<file path="src/rtl/peregrine_pif_initiator_if.sv">
// peregrine_pif_initiator_if -- PIF request/response bundle between the
// initiator (master modport) and the core's inbound PIF slave port
// (slave modport). Signal names follow the core's PIF pin names.
`timescale 1ns/1ps

interface peregrine_pif_initiator_if;
    logic        PIReqValid;
    logic        POReqRdy;
    logic [7:0]  PIReqCntl;
    logic [31:0] PIReqAdrs;
    logic [31:0] PIReqData;
    logic [3:0]  PIReqDataBE;
    logic [5:0]  PIReqId;
    logic [1:0]  PIReqPriority;
    logic        PORespValid;
    logic        PIRespRdy;
    logic [7:0]  PORespCntl;
    logic [31:0] PORespData;
    logic [5:0]  PORespId;
    logic [1:0]  PORespPriority;

    modport master (
        output PIReqValid, PIReqCntl, PIReqAdrs, PIReqData, PIReqDataBE,
               PIReqId, PIReqPriority, PIRespRdy,
        input  POReqRdy, PORespValid, PORespCntl, PORespData, PORespId,
               PORespPriority
    );

    modport slave (
        input  PIReqValid, PIReqCntl, PIReqAdrs, PIReqData, PIReqDataBE,
               PIReqId, PIReqPriority, PIRespRdy,
        output POReqRdy, PORespValid, PORespCntl, PORespData, PORespId,
               PORespPriority
    );
endinterface

</file>
<file path="src/rtl/peregrine_pif_initiator.sv">
// peregrine_pif_initiator -- inbound PIF master. Turns local read/write
// commands into one outstanding PIF request at a time and hands the PIF
// response beats back on the rsp_* port with an error code.
// Optional feature: define PIF_INIT_TIMEOUT_EN to add a response watchdog
// that closes a stalled transaction with rsp_err=11 after TIMEOUT_CYCLES.
`timescale 1ns/1ps

module peregrine_pif_initiator #(
    parameter logic [5:0] ID_BASE        = 6'd0,
    parameter int         BLK_EN         = 1,
    parameter int         TIMEOUT_CYCLES = 1024
) (
    input  logic        CLK,
    input  logic        BResetN,
    input  logic        cmd_valid,
    output logic        cmd_ready,
    input  logic        cmd_write,
    input  logic [1:0]  cmd_len,
    input  logic [31:0] cmd_addr,
    input  logic [31:0] cmd_wdata,
    input  logic [3:0]  cmd_be,
    input  logic [1:0]  cmd_pri,
    output logic        rsp_valid,
    input  logic        rsp_ready,
    output logic [31:0] rsp_data,
    output logic        rsp_last,
    output logic [1:0]  rsp_err,
    peregrine_pif_initiator_if.master pif
);

    typedef enum logic [1:0] {
        ST_IDLE = 2'd0,
        ST_REQ  = 2'd1,
        ST_RESP = 2'd2
    } state_e;

    localparam logic [15:0] TMO_LIMIT = 16'(TIMEOUT_CYCLES);

    // Effective length: writes are always single, reserved code 3 is single,
    // and block reads collapse to single when block support is disabled.
    function automatic logic [1:0] eff_len(input logic wr, input logic [1:0] len);
        logic [1:0] res;
        if (wr || (BLK_EN == 0)) begin
            res = 2'd0;
        end else begin
            case (len)
                2'd1:    res = 2'd1;
                2'd2:    res = 2'd2;
                default: res = 2'd0;
            endcase
        end
        return res;
    endfunction

    // PIF control byte {opcode, blksz, 0, last} for a request.
    function automatic logic [7:0] req_cntl(input logic wr, input logic [1:0] len);
        logic [7:0] res;
        case (len)
            2'd1:    res = 8'h11;
            2'd2:    res = 8'h15;
            default: res = wr ? 8'h81 : 8'h01;
        endcase
        return res;
    endfunction

    // Request address aligned to the transfer size.
    function automatic logic [31:0] req_adrs(input logic [31:0] addr, input logic [1:0] len);
        logic [31:0] res;
        case (len)
            2'd1:    res = {addr[31:3], 3'b000};
            2'd2:    res = {addr[31:4], 4'b0000};
            default: res = {addr[31:2], 2'b00};
        endcase
        return res;
    endfunction

    // Number of response beats expected for a length code.
    function automatic logic [2:0] req_beats(input logic [1:0] len);
        logic [2:0] res;
        case (len)
            2'd1:    res = 3'd2;
            2'd2:    res = 3'd4;
            default: res = 3'd1;
        endcase
        return res;
    endfunction

    state_e      state_q, state_d;
    logic        cmd_ready_q, cmd_ready_d;
    logic        req_valid_q, req_valid_d;
    logic [7:0]  req_cntl_q, req_cntl_d;
    logic [31:0] req_adrs_q, req_adrs_d;
    logic [31:0] req_data_q, req_data_d;
    logic [3:0]  req_be_q, req_be_d;
    logic [5:0]  req_id_q, req_id_d;
    logic [1:0]  req_pri_q, req_pri_d;
    logic        write_q, write_d;
    logic [2:0]  beats_exp_q, beats_exp_d;
    logic [2:0]  beat_cnt_q, beat_cnt_d;

    logic [1:0]  len_s;
    logic        in_resp_s;
    logic        tmo_hit_s;
    logic        beat_fire_s;
    logic        txn_done_s;
    logic        rsp_valid_s;
    logic [31:0] rsp_data_s;
    logic        rsp_last_s;
    logic [1:0]  rsp_err_s;
    logic        resp_rdy_s;

    assign len_s     = eff_len(cmd_write, cmd_len);
    assign in_resp_s = (state_q == ST_RESP);

`ifdef PIF_INIT_TIMEOUT_EN
    logic [15:0] tmo_cnt_q, tmo_cnt_d;

    assign tmo_hit_s = in_resp_s && (tmo_cnt_q >= TMO_LIMIT);

    // Watchdog: clear on RESP entry and on each beat, count RESP cycles, saturate at the limit.
    always_comb begin
        tmo_cnt_d = tmo_cnt_q;
        if ((state_q == ST_REQ) && pif.POReqRdy) begin
            tmo_cnt_d = 16'd0;
        end else if (in_resp_s && beat_fire_s) begin
            tmo_cnt_d = 16'd0;
        end else if (in_resp_s && (tmo_cnt_q < TMO_LIMIT)) begin
            tmo_cnt_d = tmo_cnt_q + 16'd1;
        end else begin
            tmo_cnt_d = tmo_cnt_q;
        end
    end

    // Watchdog counter register.
    always_ff @(posedge CLK or negedge BResetN) begin
        if (!BResetN) begin
            tmo_cnt_q <= 16'd0;
        end else begin
            tmo_cnt_q <= tmo_cnt_d;
        end
    end
`else
    logic unused_tmo_s;

    assign tmo_hit_s    = 1'b0;
    assign unused_tmo_s = ^TMO_LIMIT;
`endif

    // Response path: pass core beats through during RESP, or present the timeout beat.
    always_comb begin
        resp_rdy_s  = 1'b0;
        rsp_valid_s = 1'b0;
        rsp_data_s  = 32'd0;
        rsp_last_s  = 1'b0;
        rsp_err_s   = 2'b00;
        if (tmo_hit_s) begin
            rsp_valid_s = 1'b1;
            rsp_last_s  = 1'b1;
            rsp_err_s   = 2'b11;
        end else if (in_resp_s) begin
            resp_rdy_s  = rsp_ready;
            rsp_valid_s = pif.PORespValid;
            rsp_data_s  = write_q ? 32'd0 : pif.PORespData;
            rsp_last_s  = pif.PORespCntl[0] || ((beat_cnt_q + 3'd1) == beats_exp_q);
            if (pif.PORespCntl[2:1] != 2'b00) begin
                rsp_err_s = 2'b01;
            end else if (pif.PORespId != req_id_q) begin
                rsp_err_s = 2'b10;
            end else begin
                rsp_err_s = 2'b00;
            end
        end else begin
            resp_rdy_s = 1'b0;
        end
    end

    assign beat_fire_s = in_resp_s && !tmo_hit_s && pif.PORespValid && rsp_ready;
    assign txn_done_s  = (beat_fire_s && rsp_last_s) || (tmo_hit_s && rsp_ready);

    // Next-state and next-output computation for the IDLE/REQ/RESP sequencer.
    always_comb begin
        state_d     = state_q;
        req_valid_d = req_valid_q;
        req_cntl_d  = req_cntl_q;
        req_adrs_d  = req_adrs_q;
        req_data_d  = req_data_q;
        req_be_d    = req_be_q;
        req_id_d    = req_id_q;
        req_pri_d   = req_pri_q;
        write_d     = write_q;
        beats_exp_d = beats_exp_q;
        beat_cnt_d  = beat_cnt_q;
        case (state_q)
            ST_IDLE: begin
                if (cmd_valid && cmd_ready_q) begin
                    state_d     = ST_REQ;
                    req_valid_d = 1'b1;
                    req_cntl_d  = req_cntl(cmd_write, len_s);
                    req_adrs_d  = req_adrs(cmd_addr, len_s);
                    req_data_d  = cmd_write ? cmd_wdata : 32'd0;
                    req_be_d    = cmd_write ? cmd_be : 4'hF;
                    req_pri_d   = cmd_pri;
                    write_d     = cmd_write;
                    beats_exp_d = req_beats(len_s);
                    beat_cnt_d  = 3'd0;
                end else begin
                    state_d = ST_IDLE;
                end
            end
            ST_REQ: begin
                if (pif.POReqRdy) begin
                    state_d     = ST_RESP;
                    req_valid_d = 1'b0;
                end else begin
                    state_d = ST_REQ;
                end
            end
            ST_RESP: begin
                if (txn_done_s) begin
                    state_d    = ST_IDLE;
                    req_id_d   = req_id_q + 6'd1;
                    beat_cnt_d = 3'd0;
                end else if (beat_fire_s) begin
                    beat_cnt_d = beat_cnt_q + 3'd1;
                end else begin
                    state_d = ST_RESP;
                end
            end
            default: begin
                state_d     = ST_IDLE;
                req_valid_d = 1'b0;
            end
        endcase
        cmd_ready_d = (state_d == ST_IDLE);
    end

    // Sequencer state and registered request outputs.
    always_ff @(posedge CLK or negedge BResetN) begin
        if (!BResetN) begin
            state_q     <= ST_IDLE;
            cmd_ready_q <= 1'b0;
            req_valid_q <= 1'b0;
            req_cntl_q  <= 8'd0;
            req_adrs_q  <= 32'd0;
            req_data_q  <= 32'd0;
            req_be_q    <= 4'd0;
            req_id_q    <= ID_BASE;
            req_pri_q   <= 2'd0;
            write_q     <= 1'b0;
            beats_exp_q <= 3'd1;
            beat_cnt_q  <= 3'd0;
        end else begin
            state_q     <= state_d;
            cmd_ready_q <= cmd_ready_d;
            req_valid_q <= req_valid_d;
            req_cntl_q  <= req_cntl_d;
            req_adrs_q  <= req_adrs_d;
            req_data_q  <= req_data_d;
            req_be_q    <= req_be_d;
            req_id_q    <= req_id_d;
            req_pri_q   <= req_pri_d;
            write_q     <= write_d;
            beats_exp_q <= beats_exp_d;
            beat_cnt_q  <= beat_cnt_d;
        end
    end

    assign cmd_ready         = cmd_ready_q;
    assign pif.PIReqValid    = req_valid_q;
    assign pif.PIReqCntl     = req_cntl_q;
    assign pif.PIReqAdrs     = req_adrs_q;
    assign pif.PIReqData     = req_data_q;
    assign pif.PIReqDataBE   = req_be_q;
    assign pif.PIReqId       = req_id_q;
    assign pif.PIReqPriority = req_pri_q;
    assign pif.PIRespRdy     = resp_rdy_s;
    assign rsp_valid         = rsp_valid_s;
    assign rsp_data          = rsp_data_s;
    assign rsp_last          = rsp_last_s;
    assign rsp_err           = rsp_err_s;

    // Response type and priority carry nothing this initiator acts on.
    logic unused_s;
    assign unused_s = ^{pif.PORespPriority, pif.PORespCntl[7:3]};

endmodule

</file>
<file path="src/flat_wrapper.sv">
// flat-port wrapper written by rule: the top's interface ports become plain ports
module peregrine_pif_initiator_flat 
#(
    parameter logic [5:0] ID_BASE        = 6'd0,
    parameter int         BLK_EN         = 1,
    parameter int         TIMEOUT_CYCLES = 1024
)
  (CLK, BResetN, cmd_valid, cmd_ready, cmd_write, cmd_len, cmd_addr, cmd_wdata, cmd_be, cmd_pri, rsp_valid, rsp_ready, rsp_data, rsp_last, rsp_err, pif_PIReqValid, pif_PIReqCntl, pif_PIReqAdrs, pif_PIReqData, pif_PIReqDataBE, pif_PIReqId, pif_PIReqPriority, pif_PIRespRdy, pif_POReqRdy, pif_PORespValid, pif_PORespCntl, pif_PORespData, pif_PORespId, pif_PORespPriority);
  peregrine_pif_initiator_if pif_i ();
  input  logic CLK;
  input  logic BResetN;
  input  logic cmd_valid;
  output logic cmd_ready;
  input  logic cmd_write;
  input  logic [1:0] cmd_len;
  input  logic [31:0] cmd_addr;
  input  logic [31:0] cmd_wdata;
  input  logic [3:0] cmd_be;
  input  logic [1:0] cmd_pri;
  output logic rsp_valid;
  input  logic rsp_ready;
  output logic [31:0] rsp_data;
  output logic rsp_last;
  output logic [1:0] rsp_err;
  output wire logic [$bits(pif_i.PIReqValid)-1:0] pif_PIReqValid;
  output wire logic [$bits(pif_i.PIReqCntl)-1:0] pif_PIReqCntl;
  output wire logic [$bits(pif_i.PIReqAdrs)-1:0] pif_PIReqAdrs;
  output wire logic [$bits(pif_i.PIReqData)-1:0] pif_PIReqData;
  output wire logic [$bits(pif_i.PIReqDataBE)-1:0] pif_PIReqDataBE;
  output wire logic [$bits(pif_i.PIReqId)-1:0] pif_PIReqId;
  output wire logic [$bits(pif_i.PIReqPriority)-1:0] pif_PIReqPriority;
  output wire logic [$bits(pif_i.PIRespRdy)-1:0] pif_PIRespRdy;
  input wire logic [$bits(pif_i.POReqRdy)-1:0] pif_POReqRdy;
  input wire logic [$bits(pif_i.PORespValid)-1:0] pif_PORespValid;
  input wire logic [$bits(pif_i.PORespCntl)-1:0] pif_PORespCntl;
  input wire logic [$bits(pif_i.PORespData)-1:0] pif_PORespData;
  input wire logic [$bits(pif_i.PORespId)-1:0] pif_PORespId;
  input wire logic [$bits(pif_i.PORespPriority)-1:0] pif_PORespPriority;
  assign pif_PIReqValid = pif_i.PIReqValid;
  assign pif_PIReqCntl = pif_i.PIReqCntl;
  assign pif_PIReqAdrs = pif_i.PIReqAdrs;
  assign pif_PIReqData = pif_i.PIReqData;
  assign pif_PIReqDataBE = pif_i.PIReqDataBE;
  assign pif_PIReqId = pif_i.PIReqId;
  assign pif_PIReqPriority = pif_i.PIReqPriority;
  assign pif_PIRespRdy = pif_i.PIRespRdy;
  assign pif_i.POReqRdy = pif_POReqRdy;
  assign pif_i.PORespValid = pif_PORespValid;
  assign pif_i.PORespCntl = pif_PORespCntl;
  assign pif_i.PORespData = pif_PORespData;
  assign pif_i.PORespId = pif_PORespId;
  assign pif_i.PORespPriority = pif_PORespPriority;
  peregrine_pif_initiator #(.ID_BASE(ID_BASE), .BLK_EN(BLK_EN), .TIMEOUT_CYCLES(TIMEOUT_CYCLES)) u_core (.CLK(CLK), .BResetN(BResetN), .cmd_valid(cmd_valid), .cmd_ready(cmd_ready), .cmd_write(cmd_write), .cmd_len(cmd_len), .cmd_addr(cmd_addr), .cmd_wdata(cmd_wdata), .cmd_be(cmd_be), .cmd_pri(cmd_pri), .rsp_valid(rsp_valid), .rsp_ready(rsp_ready), .rsp_data(rsp_data), .rsp_last(rsp_last), .rsp_err(rsp_err), .pif(pif_i));
endmodule
</file>
<file path="config.mk">
export PLATFORM = sky130hd
export DESIGN_NAME = peregrine_pif_initiator_flat
export DESIGN_NICKNAME = d
export VERILOG_FILES = /design/src/rtl/peregrine_pif_initiator_if.sv /design/src/rtl/peregrine_pif_initiator.sv /design/src/flat_wrapper.sv
export SDC_FILE = /design/constraint.sdc
export NUM_CORES = 1
export LEC_CHECK = 0
export BUFFER_PORTS_ARGS = -buffer_cell sky130_fd_sc_hd__buf_2
export CAP_MARGIN = 25
export CORE_MARGIN = 3
export CORE_UTILIZATION = 30
export DETAILED_ROUTE_END_ITERATION = 8
export GPL_TIMING_DRIVEN = 0
export PLACE_DENSITY = 0.62
export SLEW_MARGIN = 20
export SYNTH_ARGS = -nofsm -noshare
export SYNTH_HDL_FRONTEND = slang
export SYNTH_SLANG_ARGS = --single-unit
</file>
<file path="constraint.sdc">
create_clock -name CLK -period 2.25 [get_ports CLK]
set_clock_uncertainty 0.15 [all_clocks]
set_input_delay 0.1125 -clock CLK [delete_from_list [all_inputs] [get_ports CLK]]
set_output_delay 0.1125 -clock CLK [all_outputs]
set_load 0.05 [all_outputs]
</file>
# ---- Yosys cells after proc, flatten, opt, wreduce, memory -nomap -nowiden
# Cells that the tools add are included.
dict set report word_totals {
  in_bits 127
  wordCells 67
  register_bits 95
}
dict set report op_classes {
  reduce_logical 13
  eq_ne 11
  mux 28
  add_sub_neg 2
  bitwise_logic 1
}
# operator n
set op_table {}
lappend op_table {{$mux 32} 3}
lappend op_table {{$pmux 8 s2} 1}
lappend op_table {{$mux 2} 7}
lappend op_table {{$pmux 3 s2} 2}
lappend op_table {{$mux 3} 3}
lappend op_table {{$mux 8} 1}
lappend op_table {{$pmux 4 s2} 1}
lappend op_table {{$add 6x1->6 const B} 1}
lappend op_table {{$eq 2x1->1 const B} 3}
lappend op_table {{$eq 2x2->1 const B} 3}
lappend op_table {{$mux 1} 6}
lappend op_table {{$ne 6x6->1} 1}
lappend op_table {{$pmux 2 s3} 1}
lappend op_table {{$reduce_and 3->1} 2}
lappend op_table {{$logic_and 1x1->1} 4}
lappend op_table {{$logic_not 2->1} 2}
lappend op_table {{$mux 4} 1}
lappend op_table {{$pmux 2 s2} 1}
lappend op_table {{$reduce_and 2->1} 2}
lappend op_table {{$reduce_bool 2->1} 2}
lappend op_table {{$add 3x1->3 const B} 1}
lappend op_table {{$eq 3x3->1} 1}
lappend op_table {{$ne 3x3->1 const B} 1}
lappend op_table {{$pmux 1 s3} 1}
lappend op_table {{other kinds (4)} 4}

# ---- Logic depth before layout (Yosys ltp)
# Gate-level depths: netlist of run 1.
dict set report logic_depth {
  ltp_word 8
  depth_mapped 7
  ltp_nobuf 6
}

# ---- Least setup slack after synthesis of run 1
# OpenSTA, ideal clock, no wires.
dict set report synth_timing {
  path_kind {register to output}
  start {reg u_core.beat_cnt_q[0]}
  end {out rsp_last}
  stages_incl_launch_ff 5
  t_required_ns 1.987
  slack_ns 0.137
  arrival_time_ns 1.850
  path_cell_list {dfrtp_1 > ha_1 > xnor2_1 > a31oi_4 > nor2_1}
}
dict set report synth_via {
  elab_chain_cells 4
}
# element line
set synth_rtl {}
lappend synth_rtl {{start, declared} peregrine_pif_initiator.sv:99} ;# logic [2:0] beat_cnt_q, beat_cnt_d;
lappend synth_rtl {{start signal, assigned} peregrine_pif_initiator.sv:264} ;# beat_cnt_q <= beat_cnt_d;
lappend synth_rtl {{$add 3x1->3} peregrine_pif_initiator.sv:164} ;# rsp_last_s = pif.PORespCntl[0] || ((beat_cnt_q + 3'd1) == beats_exp_q);
lappend synth_rtl {{$eq 3x3->1} peregrine_pif_initiator.sv:164}
lappend synth_rtl {{$logic_or 1x1->1} peregrine_pif_initiator.sv:164}
lappend synth_rtl {{$mux 1} peregrine_pif_initiator.sv:160} ;# end else if (in_resp_s) begin
lappend synth_rtl {{end, declared} flat_wrapper.sv:23} ;# output logic rsp_last;
# No other way between the ends.

# ---- Worst setup path in the final report of run 1
dict set report layout_timing {
  start {reg u_core.state_q[0]}
  end {out rsp_data[6]}
}
dict set report layout_via {
  elab_chain_cells 2
}
# element line
set layout_rtl {}
lappend layout_rtl {{start, declared} peregrine_pif_initiator.sv:88} ;# state_e state_q, state_d;
lappend layout_rtl {{start signal, assigned} peregrine_pif_initiator.sv:253} ;# state_q <= state_d;
lappend layout_rtl {{$eq 2x2->1} peregrine_pif_initiator.sv:113} ;# assign in_resp_s = (state_q == ST_RESP);
lappend layout_rtl {{$mux 32} peregrine_pif_initiator.sv:160}
lappend layout_rtl {{end, declared} flat_wrapper.sv:22} ;# output logic [31:0] rsp_data;
# No other way between the ends.

==> impl_metrics.tcl, run 1 <==
set metrics [dict create \
    fmax_mhz 470 \
    r2r_end "u_core.pif.PIReqId[1]" \
    ff2ff_setup_slack_ps 230 \
    port_buffers 234 \
    startpoint "u_core.state_q[0]" \
    run_status "completed" \
    finalHoldViolations 0 \
    area_delta_synth_final_pct 63.4 \
    clock_sinks 88 \
    htreeDepth 3 \
    r2r-start "u_core.beat_cnt_q[0]" \
    cts_tree "yes" \
    synth-compound-area-share_pct 6.93 \
    insertion_delay_ps 340 \
    die_w_um 121 \
    path_cells "nand2b_2 > nor2_2 > clkbuf_2 > and2_1 > buf_2" \
    clkSlewWorstSetupHoldPaths_ps 70 \
    grt_use_total_pct 17.0 \
    yosys.area_share.simple_pct 17.9 \
    r2r_cells 5 \
    synth-edff-count 0 \
    yosys_warnings 0 \
    slew_headroom_pct 66.6 \
    drc_errors 0 \
    cts_setup_buffers 0 \
    synth.area.top_cells "dfrtp_1 (55%), mux2_2 (9.7%), nand2_1 (7.6%)" \
    max_slew.worst_pin.slew_ps 501 \
    synth_xor_area_share_pct 3.46 \
    rows 41 \
    slowest_stage "dfrtp_1" \
    die_area_um2 14500 \
    synthMuxAreaShare_pct 10.4 \
    ys_ff_latch 88 \
    critPathRequiredTime_ps 1990 \
    grt_pass1_vias 3943 \
    crit_family "simple AND/OR/NAND/NOR gates" \
    antenna_found_initial 0 \
    fin_nets 823 \
    ios 250 \
    mappedNetlistArea_um2 3940 \
    drt_iter0_markers 174 \
    hpwl_mm 8.95 \
    avgViaCountPerCell 4.43 \
    synth_ff_type "dfrtp_1" \
    synth_area_per_cell_um2 10.7 \
    cp_num_buf_inv 2 \
    synth_cells 369 \
    worstHoldPathType "input port to asynchronous set/reset pin" \
    vdd_drop_max_mv 0.865 \
    initial_core_util_pct 31.0 \
    grt_pass1_wl_mm 19.6 \
    place_ws_ps 143 \
    slew_violations 0 \
    core_um2 12700 \
    period_minus_slack_ps 2130 \
    cts-root-buf "clkbuf_16" \
    drive_above_1_share_pct 44.4 \
    leakage_uw 0.00338 \
    path_class "flop to primary output" \
    diodes 0 \
    synth.top_cell.area_share_pct 55.3 \
    cp.depth 5 \
    ant_nets 0 \
    place_congestion 0.821 \
    drt_pre_antenna_iters 4 \
    wl_mm 12.4 \
    final_util_pct 50.6 \
    fin_crit_sh_pct 94.6 \
    ys_types 36 \
    ys_seq_area_share_pct 55.9 \
    cellPowerDensity_nw_per_um2 1540 \
    drv_cap 0 \
    yosys.area_share.adder_pct 1.59 \
    arrival_ps 1870 \
    grt-ovfl-total 0 \
    routedWlPerCell_um 14.2 \
    grt_max_degree 57 \
    yosysMostFrequentCell "dfrtp_1" \
    layout_setup_ws_ps 121 \
    synthArstFlopShare_pct 100 \
    synth_top_family_by_area "simple AND/OR/NAND/NOR gates" \
    critPathMaxFanout 10 \
    worstSetupStartpointType "flop" \
    setup_viol 0 \
    cp-end-kind "primary output" \
    synth_top_area_cell "dfrtp_1" \
    vias 3848 \
    cts_buffers 9 \
    cpPeakStageDelay_ps 430 \
    cp-endpoint "rsp_data[6]" \
    synth_common_cells "dfrtp_1 (87), nand2_1 (80), o21ai_0 (44), and2_1 (35), mux2_2 (34)" \
    clk_path_buf_depth 2 \
    die_h_um 121 \
]
==> what timing repair did <==
action | in CTS | in global routing
endpoints found under the setup margin | 31 | 17
endpoints found under the hold margin | 161 | 0
hold buffers | 71 | 0
pin swaps | 0 | 1
resized for setup | 5 | 9
==> logic make-up after synthesis <==
logic type               Yosys count
buffers and inverters             30
adder cells (fa/ha/maj)            5
flip-flops                        88
multiplexers                      36
XOR/XNOR                          14
AND/OR/NAND/NOR                  146
AO/OA/AOI/OAI                     49
other                              1
==> where the power goes <==
| part | total (uW) | internal [uW] | switching, uW | leakage, uW |
|---|---|---|---|---|
| clock | 1570 | 973 | 599 | 0.000150 |
| combinational | 5560 | 1470 | 4090 | 0.00213 |
| sequential | 2760 | 2310 | 446 | 0.00110 |
==> flip-flops by register name, summed over array words and instances (netlist names) <==
signal                    count
u_core.beat_cnt_q             3
u_core.pif.PIReqDataBE        4
u_core.cmd_ready              1
u_core.pif.PIReqPriority      2
u_core.beats_exp_q            2
u_core.pif.PIReqData         32
u_core.pif.PIReqCntl          4
u_core.write_q                1
u_core.pif.PIReqValid         1
u_core.pif.PIReqId            6
u_core.state_q                2
u_core.pif.PIReqAdrs         30
==> per-stage QoR <==
stage | instance area [um^2] | hold WS, ps | setup TNS, ps | std cells | power (uW)
5_1_grt | 6440 | 147 | -3.53 | 868 | 10500
2_1_floorplan | 3960 | -333 | 0 | 374 | 6830
4_1_cts | 6410 | 111 | 0 | 868 | 9950
3_5_place_dp | 5370 | -51.7 | 0 | 781 | 8220
6_report | 6440 | 113 | 0 | 868 | 9890
3_3_place_gp | 5340 | 190 | 0 | 780 | 8120
==> layout by cell type, fill, tap and decap left out, drive strengths merged, types with 2 or more instances in the layout <==
cell	netlist	final
o21ai	44	44
nor3	3	3
clkbuf	13	28
dfrtp	87	87
ha	5	5
nand2	80	80
xnor2	3	3
mux2	35	35
bufinv	0	2
nand3	5	5
nand2b	3	3
clkinv	0	2
and2	35	35
conb	1	6
xor2	10	10
buf	14	245
inv	3	3
dlygate4sd3	0	71
nor2	7	7
nor2b	5	5
==> layout make-up <==
cell class / count / area [um^2]
Buffer: 27 / 140
Clock buffer: 11 / 233
Clock inverter: 5 / 81.3
Fill cell: 1157 / 6280
Inverter: 3 / 11.3
Multi-Input combinational cell: 256 / 1630
Sequential cell: 88 / 2200
Tap cell: 172 / 215
Timing Repair Buffer: 306 / 1930
==> worst min-delay path by stage <==
stage	endpoint	startpoint	slack (ps)	cells after the start
2_1_floorplan	u_core.beat_cnt_q[0]	BResetN	-330	0
3_3_place_gp	u_core.state_q[0]	pif_POReqRdy	190	2
3_5_place_dp	u_core.pif.PIReqData[2]	BResetN	-50	1
4_1_cts	u_core.pif.PIReqData[2]	BResetN	110	2
5_1_grt	u_core.pif.PIReqData[2]	BResetN	150	2
6_report	u_core.pif.PIReqData[2]	BResetN	110	2
==> worst register-to-register path, cell delays in order, from the launching register on <==
cell	delay (ps)
dfrtp_1	410
ha_1	350
xnor2_2	200
a31oi_4	180
nor2_2	280
mux2_4	320
==> layer usage <==
layer | up-vias | GRT usage (%) | part of all wire, % | wire length, um
met5 | - | 0 | 0 | 0
met2 | 140 | 28.8 | 51 | 6340
met3 | 23 | 5.47 | 6.9 | 854
met4 | 0 | 6.02 | 1.9 | 233
met1 | 1829 | 20.5 | 40 | 4930
li1 | 1856 | - | - | -
Note: power is estimated with default switching activity, not from simulation.
==> run 2, diff against run 1 <==
CORE_MARGIN = 4   (was 3)
RECOVER_POWER = 50   (was unset)
==> run 2 against run 1 <==
Compared with the run above: fmax down 0.81%; hold slack better by 29 ps; die area is 3.3% higher.
==> impl_metrics.tcl, run 2 (same netlist as run 1, synthesis figures left out) <==
set metrics [dict create \
    run_status "completed" \
    cts_tree "yes" \
    drc_errors 0 \
    slew_violations 0 \
    vdd_drop_max_mv 0.809 \
    gr-usage-met2_pct 28.2 \
    grt_pass1_vias 3954 \
    drv_cap 0 \
    grt_pass1_wl_mm 19.4 \
    antenna_found_initial 1 \
    finalPower_uw 9590 \
    drt_iter0_markers 166 \
    critPathMaxFanout 9 \
    routedWlPerCell_um 14.4 \
    layout.cells.most_common_list "buf_2 (182), dfrtp_1 (87), nand2_1 (80), dlygate4sd3_1 (71), clkbuf_1 (70)" \
    critPathRequiredTime_ps 1990 \
    rows 41 \
    vias 3874 \
    clkSlewWorstSetupHoldPaths_ps 60 \
    grt_use_total_pct 16.4 \
    place_congestion 0.870 \
    leakage_uw 0.00318 \
    initial_core_util_pct 31.0 \
    worstHoldPathType "input port to flop" \
    slew_headroom_pct 32.4 \
    port_buffers 234 \
    path_class "flop to primary output" \
    fin_nets 823 \
    cellPowerDensity_nw_per_um2 1520 \
    drt_pre_antenna_iters 4 \
    die_w_um 123 \
    whs_ps 142 \
    die_area_um2 15000 \
    grt-ovfl-total 0 \
    arrival_ps 1880 \
    grt_busiest_layer "met2" \
    fmax_mhz 466 \
    max_slew.worst_pin.slew_ps 1010 \
    use_met3_pct 5.21 \
    area_delta_synth_final_pct 60.0 \
    htreeDepth 3 \
    period_minus_slack_ps 2150 \
    clk_path_buf_depth 2 \
    avgViaCountPerCell 4.47 \
    nFillCells 1219 \
    wl_mm 12.5 \
    setup_tns_ps 0 \
    cts_buffers 9 \
    die_h_um 123 \
    core_um2 12700 \
    mostFrequentLayoutCell "buf_2" \
    ios 250 \
    ant_nets 0 \
    rsz0062_at_grt "no" \
    diodes 0 \
    hpwl_mm 9.13 \
    drive_above_1_share_pct 35.7 \
    setup_viol 0 \
    cts-root-buf "clkbuf_16" \
    use_met1_pct 19.6 \
    fin_crit_sh_pct 95.4 \
    grt_max_degree 50 \
    finalHoldViolations 0 \
    clock_sinks 88 \
    largest_reg_flops 32 \
    place_ws_ps 100 \
    layout_setup_ws_ps 104 \
    final_util_pct 49.5 \
    cp-end-kind "primary output" \
    insertion_delay_ps 330 \
    worstSetupStartpointType "flop" \
]
## run 2: stage by stage
step	area [um^2]	std cells
after global routing	6300	866
after detailed placement	5370	781
after CTS	6370	866
after floorplan	3960	374
final	6300	866
after global placement	5340	780
## run 2: worst max-delay path, cell delays in order (launching register included)
cell	delay [ps]
dfrtp_1	420
ha_1	360
xnor2_2	180
a31oi_4	330
nor2_1	70
buf_4	200
## run 2: per-layer routing
| metal | vias to the layer above | wire length (um) | part of all wire [%] |
|---|---|---|---|
| met3 | 28 | 908 | 7.3 |
| met5 | - | 13 | 0.10 |
| li1 | 1846 | - | - |
| met2 | 146 | 6310 | 50 |
| met1 | 1852 | 5020 | 40 |
| met4 | 2 | 260 | 2.1 |
## run 2: power by group
| part | internal [uW] | switching (uW) | leakage (uW) |
|---|---|---|---|
| Clock | 850 | 563 | 0.000130 |
| Combinational | 1320 | 4110 | 0.00195 |
| Sequential | 2310 | 434 | 0.00110 |
| Total | 4480 | 5110 | 0.00318 |
## run 2: final timing paths
check / slack [ps] / depth (start not counted) / startpoint / endpoint
max: 100 / 5 / u_core.beat_cnt_q[0] / rsp_last
min: 140 / 4 / cmd_len[0] / u_core.beats_exp_q[1]
max reg2reg: 180 / 5 / u_core.beat_cnt_q[0] / u_core.pif.PIReqId[1]
min reg2reg: 320 / 1 / u_core.pif.PIReqCntl[0] / u_core.pif.PIReqCntl[0]
max in group asynchronous: 790 / 3 / BResetN / u_core.beats_exp_q[0]
min in group asynchronous: 340 / 2 / BResetN / u_core.pif.PIReqData[11]
## run 2: final cells by class
| cell class | count | area [um^2] | share of cell area (%) |
|---|---|---|---|
| flip-flops and latches | 88 | 2200 | 35.0 |
| repair buffers | 306 | 1840 | 29.3 |
| multi-input cells | 256 | 1620 | 25.7 |
| clock buffers | 13 | 240 | 3.81 |
| well taps | 172 | 215 | 3.41 |
| plain buffers | 27 | 140 | 2.22 |
| clock inverters | 1 | 30.0 | 0.476 |
| inverters | 3 | 11.3 | 0.179 |
## run 2: timing repair
| action | 4_1_cts | 5_1_grt |
|---|---|---|
| endpoints found under the hold margin | 111 | 0 |
| setup buffers | 0 | 0 |
| resized for setup | 6 | 2 |
| pin swaps | 0 | 1 |
| setup endpoints to repair | 31 | 31 |
| hold buffers | 71 | 0 |
